**config.mk**
```make
export PLATFORM = sky130hd
export DESIGN_NAME = usb_in_packetizer
export DESIGN_NICKNAME = d
export VERILOG_FILES = /design/src/rtl/usb_in_packetizer.sv
export SDC_FILE = /design/constraint.sdc
export NUM_CORES = 1
export LEC_CHECK = 0
export CAP_MARGIN = 20
export CORE_ASPECT_RATIO = 1.1
export CORE_UTILIZATION = 55
export CTS_CLUSTER_SIZE = 28
export DETAILED_ROUTE_END_ITERATION = 10
export MAX_ROUTING_LAYER = met4
export PLACE_DENSITY = 0.79
export SYNTH_ARGS = -nofsm -noshare
export SYNTH_HDL_FRONTEND = slang
export SYNTH_SLANG_ARGS = --single-unit
```
**constraint.sdc**
```tcl
create_clock -name clk -period 3.7 [get_ports clk]
set_input_delay 0.37 -clock clk [delete_from_list [all_inputs] [get_ports clk]]
set_output_delay 0.37 -clock clk [all_outputs]
set_load 0.1 [all_outputs]
```
**src/rtl/usb_in_packetizer.sv**
```systemverilog
// Frames bytes popped from the byte fifo into USB bulk IN packets (full, short, optional ZLP).
// state     | meaning
// IDLE      | no packet open, waiting for the fifo
// HOLD      | one byte popped and held, deciding whether it is the packet's last
// OFFER     | held byte presented on pkt_*, waiting for pkt_ready
// FULL_WAIT | full packet just sent; a new byte continues, idle timeout sends a ZLP
// ZLP       | zero-length packet beat presented, waiting for pkt_ready
module usb_in_packetizer #(
  parameter int MAX_PACKET = 64,
  parameter int TIMEOUT    = 1024,
  parameter bit ZLP_EN     = 1'b1
) (
  input  logic       clk,
  input  logic       reset,
  input  logic       fifo_data_available,
  input  logic [7:0] fifo_read_data,
  output logic       fifo_read_strobe,
  output logic [7:0] pkt_data,
  output logic       pkt_valid,
  output logic       pkt_last,
  output logic       pkt_zlp,
  input  logic       pkt_ready
);

  localparam int CW = $clog2(MAX_PACKET);
  localparam int TW = (TIMEOUT > 1) ? $clog2(TIMEOUT) : 1;
  localparam logic [CW-1:0] CNT_MAX = CW'(MAX_PACKET - 1);
  localparam logic [TW-1:0] TMR_MAX = TW'(TIMEOUT - 1);

  typedef enum logic [2:0] {
    IDLE      = 3'd0,
    HOLD      = 3'd1,
    OFFER     = 3'd2,
    FULL_WAIT = 3'd3,
    ZLP       = 3'd4
  } state_t;

  state_t        state;
  logic [CW-1:0] byte_cnt;
  logic [TW-1:0] timer;
  logic [7:0]    hold;
  logic          pkt_full;
  logic          cnt_at_max;

  assign cnt_at_max = (byte_cnt == CNT_MAX);

  // A non-last beat is only ever offered when the fifo was non-empty, so the
  // pop on its acceptance always finds a byte.
  always_comb begin
    fifo_read_strobe = 1'b0;
    if (!reset) begin
      case (state)
        IDLE, FULL_WAIT: fifo_read_strobe = fifo_data_available;
        OFFER:           fifo_read_strobe = pkt_ready && !pkt_last;
        default:         fifo_read_strobe = 1'b0;
      endcase
    end
  end

  always_ff @(posedge clk) begin
    if (reset) begin
      state     <= IDLE;
      pkt_valid <= 1'b0;
      pkt_last  <= 1'b0;
      pkt_zlp   <= 1'b0;
      pkt_data  <= 8'h00;
      byte_cnt  <= '0;
      timer     <= '0;
      hold      <= 8'h00;
      pkt_full  <= 1'b0;
    end else begin
      case (state)
        IDLE: begin
          if (fifo_data_available) begin
            hold  <= fifo_read_data;
            timer <= '0;
            state <= HOLD;
          end
        end
        HOLD: begin
          if (cnt_at_max || fifo_data_available || timer == TMR_MAX) begin
            pkt_valid <= 1'b1;
            pkt_data  <= hold;
            pkt_last  <= cnt_at_max || !fifo_data_available;
            pkt_full  <= cnt_at_max;
            state     <= OFFER;
          end else begin
            timer <= timer + 1'b1;
          end
        end
        OFFER: begin
          if (pkt_ready) begin
            pkt_valid <= 1'b0;
            pkt_last  <= 1'b0;
            timer     <= '0;
            if (!pkt_last) begin
              byte_cnt <= byte_cnt + 1'b1;
              hold     <= fifo_read_data;
              state    <= HOLD;
            end else begin
              byte_cnt <= '0;
              state    <= (pkt_full && ZLP_EN) ? FULL_WAIT : IDLE;
            end
          end
        end
        FULL_WAIT: begin
          if (fifo_data_available) begin
            hold  <= fifo_read_data;
            timer <= '0;
            state <= HOLD;
          end else if (timer == TMR_MAX) begin
            pkt_valid <= 1'b1;
            pkt_last  <= 1'b1;
            pkt_zlp   <= 1'b1;
            state     <= ZLP;
          end else begin
            timer <= timer + 1'b1;
          end
        end
        ZLP: begin
          if (pkt_ready) begin
            pkt_valid <= 1'b0;
            pkt_last  <= 1'b0;
            pkt_zlp   <= 1'b0;
            timer     <= '0;
            state     <= IDLE;
          end
        end
        default: state <= IDLE;
      endcase
    end
  end

endmodule
```
; ---- After elaboration in Yosys (flattened, before gate mapping)
; Cells that the tools add are included.
[word_totals]
reg_bits = 39
input_bits = 12
wordCells = 79
out_inout_bits = 12
[op_classes]
mux = 30
n_eq_ne = 18
addsub = 2
reduce_logical = 20
[ops]
columns = op, count
row1 = $mux W10, 5
row2 = $pmux W10 S4, 1
row3 = $mux W8, 3
row4 = $mux W3, 6
row5 = $ne A2 B2 Y1 const B, 8
row6 = $pmux W8 S2, 1
row7 = $pmux W3 S5, 1
row8 = $reduce_and A5 Y1, 3
row9 = $add A10 B1 Y10 const B, 1
row10 = $eq A10 B10 Y1 const B, 1
row11 = $reduce_and A4 Y1, 2
row12 = $add A6 B1 Y6 const B, 1
row13 = $eq A3 B2 Y1 const B, 2
row14 = $eq A6 B6 Y1 const B, 1
row15 = $mux W1, 6
row16 = $mux W6, 1
row17 = $ne A3 B3 Y1 const B, 2
row18 = $pmux W1 S3, 2
row19 = $mux W2, 2
row20 = $ne A2 B1 Y1 const B, 2
row21 = $pmux W1 S2, 2
row22 = $reduce_and A2 Y1, 2
row23 = $reduce_bool A2 Y1, 2
row24 = $reduce_bool A4 Y1, 1
row25 = 8 further kinds, 12

; ---- Depth between registers and ports, before layout
[logic_depth]
word_depth = 5
ltp_mapped = 8
ltp_nobuf = 6

; ---- Worst setup path after synthesis
; No wires, ideal clock.
[synth_timing]
path_kind = register to output
from = register pkt_last
to = output port fifo_read_strobe
slack_ns = 0.178
required_time_ns = 3.330
path_stages_with_launch = 4
arrival_time_ns = 3.152
path_buffers = 0
cell_sequence = dfxtp_1 and4bb_2 a31oi_1 nor3_1
[synth_via]
elab_chain_cells = 4
[synth_rtl]
columns = item, line
row1 = "start, declared", 20  ; output logic pkt_last,
row2 = "start signal, assigned", 84  ; pkt_last <= cnt_at_max || !fifo_data_available;
row3 = $logic_not A1 Y1, -
row4 = $logic_and A1 B1 Y1, 54  ; OFFER: fifo_read_strobe = pkt_ready && !pkt_last;
row5 = $pmux W1 S2, 52  ; case (state)
row6 = $mux W1, 51  ; if (!reset) begin
row7 = "end, declared", 17  ; output logic fifo_read_strobe,
; Every way passes these cells.

; ---- Worst setup path after layout
[layout_timing]
from = register pkt_last
to = output port pkt_last
; No word-level cell between the ends.

==> reports/qor.csv <==
metric,value,unit
grt_pass1_vias,1475,
grt_max_degree,29,
holdWs,475.6,ps
fin_nets,255,
slowest_delay,1210,ps
htree_levels,2,
track_usage,23.45,%
startpoint_type,flip-flop,
slew_violations,0,
worstMarginPinSlew,1074,ps
insertion_delay,350,ps
ctsHoldBuffers,0,
avgSynthCellArea,8.658,µm²
ys_async_sr_fraction,0,%
gp_congestion,0.8911,
arrival,2130,ps
antenna_found_initial,0,
peakVddDrop,0.2891,mV
die_w,58.62,µm
yosysSeqAreaShare,40.26,%
place_area,2163,µm²
r2r_start,timer[0]$_SDFFE_PP0P_,
io_pins,24,
pwr_density_cell,396.0,nW/µm²
finClkSkew,18.57,ps
fp.coreArea,3358,µm²
cts_tree,done,
reg2reg_slack,1210,ps
cp-end-kind,primary output,
reg2reg_to,pkt_data[0]$_SDFFE_PP0P_,
critPathMaxFanout,12,
report.final.hold_viol_count,0,
crit_end,pkt_last,
cts.clk_slew.worst_paths,130,ps
outcome,completed,
path_class,reg2out,
wl_per_cell,13.27,µm
setup_viol,0,
ys.warnings.count,0,
dieArea,3768,µm²
layout_setup_ws,1197,ps
ys_types,48,
reg2reg_depth,6,
leakagePower,0.7917,nW
wirelength,3849,µm
crit_family,buffers and inverters,
slew_headroom,28.38,%
area_growth,15.74,%
hpwl,2669,µm
synth_edf_count,0,
mappedNetlistArea,1939,µm²
dp_slack,1184,ps
fin_setup_tns,0,ps
grt_remaining_overflow,0,
syn-instance-count,224,
drc_errors,0,
via_count,1668,
cts_setup_buffers,0,
drtAntennaViolNets,0,
slowest_stage,clkdlybuf4s50_1,
rows,22,
synth_fp_nets,238,
dominantRegCellSynth,dfxtp_1,
cap_violations,0,
startpoint,pkt_last$_SDFFE_PP0P_,
layout-drive-gt1-share,7.851,%
cts_resized,0,
clockRootBuffer,clkbuf_4,
fmax,399.5,MHz
viasPerCell,5.752,
cp.depth,1,
worstPathCellList,clkdlybuf4s50_1,
port_buffers,23,
fin_crit_sh,67.65,%
rsz0062_at_grt,no,
crit_buf_inv,1,
grt_pass1_wl,6582,µm
clock_path_buffers,2,
synth_seq_cells,39,
hold_class,reg2reg,
cts_buffers,5,
cp.required,3330,ps
place_inst,282,
antenna_cells,0,
initial_core_util,57.75,%
clock-sinks,39,
fin_crit,2503,ps
layoutNonFillerInstCount,290,
fin_area,2245,µm²
first_pass_iters,4,
die_h,64.28,µm
drtIter0Drc,100,
-- kinds of logic (layout without fill, tap and decap cells) --
family          Yosys count  count (layout)  share of synthesized area, %
mux                      18              18                         9.290
flops                    39              39                         40.26
fa+ha+maj                 2               2                         1.290
compound gates           54              54                         19.23
buf+inv                  17              35                         4.258
simple gates             94              94                         25.68
-- cell usage after synthesis (2+ instances only) --
cell	instances	share of area [%]
a211oi_1	2	0.77
a21oi_1	18	4.6
a2bb2oi_1	2	0.90
a31oi_1	2	0.65
a32oi_1	3	1.4
buf_2	3	0.77
buf_4	2	0.77
clkbuf_1	8	1.5
dfxtp_1	39	40
ha_1	2	1.3
inv_1	3	0.58
mux2i_1	18	9.3
nand2_1	14	2.7
nand2b_1	6	1.9
nand3_1	9	2.3
nand3b_1	4	1.5
nand4bb_1	2	1.2
nor2_1	33	6.4
nor3_1	7	1.8
nor3b_1	4	1.5
nor4_1	2	0.65
o211ai_1	4	1.5
o21ai_0	5	1.3
o221ai_1	2	0.90
o311ai_0	4	1.8
o41ai_1	3	1.4
or4_1	2	0.77
-- cell usage in the layout (no fill, tap or decap), types with 5 or more instances in the layout --
cell type        synthesis  routed
dfxtp_1                 39      39
nor2_1                  33      33
clkdlybuf4s50_1          0      22
a21oi_1                 18      18
mux2i_1                 18      18
nand2_1                 14      14
nand3_1                  9       9
nor3_1                   7       7
nand2b_1                 6       6
o21ai_0                  5       5
clkbuf_4                 0       5
-- cell type report --
| type | count | area (µm²) |
|---|---|---|
| Clock buffer | 5 | 37.54 |
| Clock inverter | 3 | 43.79 |
| Fill cell | 297 | 1114 |
| Inverter | 3 | 11.26 |
| Multi-Input combinational cell | 168 | 1076 |
| Sequential cell | 39 | 780.7 |
| Tap cell | 48 | 60.06 |
| Timing Repair Buffer | 24 | 235.2 |
-- where the power goes --
| part | internal [mW] | total, mW | switching (mW) |
|---|---|---|---|
| combinational | 0.0541 | 0.147 | 0.0932 |
| sequential | 0.435 | 0.452 | 0.0173 |
| clock | 0.142 | 0.289 | 0.147 |
| total | 0.631 | 0.889 | 0.258 |
-- how the worst min path moves through the flow --
stage / start / slack [ps] / cells after the start / to
after floorplan: hold[0]$_SDFFE_PP0P_ / 460 / 2 / hold[0]$_SDFFE_PP0P_
after global placement: pkt_zlp$_SDFFE_PP0P_ / 460 / 2 / pkt_zlp$_SDFFE_PP0P_
after detailed placement: pkt_zlp$_SDFFE_PP0P_ / 460 / 2 / pkt_zlp$_SDFFE_PP0P_
after CTS: pkt_zlp$_SDFFE_PP0P_ / 480 / 2 / pkt_zlp$_SDFFE_PP0P_
after global routing: pkt_zlp$_SDFFE_PP0P_ / 500 / 2 / pkt_zlp$_SDFFE_PP0P_
final: pkt_zlp$_SDFFE_PP0P_ / 480 / 2 / pkt_zlp$_SDFFE_PP0P_
-- per-stage QoR --
stage	util, %	power, mW
after floorplan	-	0.5719
after global placement	64.42	0.6070
after detailed placement	64.42	0.6082
after CTS	66.84	0.8973
after global routing	66.84	0.9371
final	66.84	0.8888
-- sequential cells by signal, summed over array words and instances, names as in the netlist --
| name | flops |
|---|---|
| state | 3 |
| pkt_valid | 1 |
| pkt_data | 8 |
| pkt_last | 1 |
| byte_cnt | 6 |
| pkt_zlp | 1 |
| pkt_full | 1 |
| timer | 10 |
| hold | 8 |
-- per-layer routing --
| metal | track usage, % | part of all wire [%] | up-vias |
|---|---|---|---|
| li1 | - | - | 863 |
| met1 | 30.45 | 50 | 765 |
| met2 | 35.78 | 45 | 36 |
| met3 | 6.883 | 4.5 | 4 |
| met4 | 5.655 | 0.70 | 0 |
| met5 | - | 0 | - |
Power figures use the tool's default switching activity.
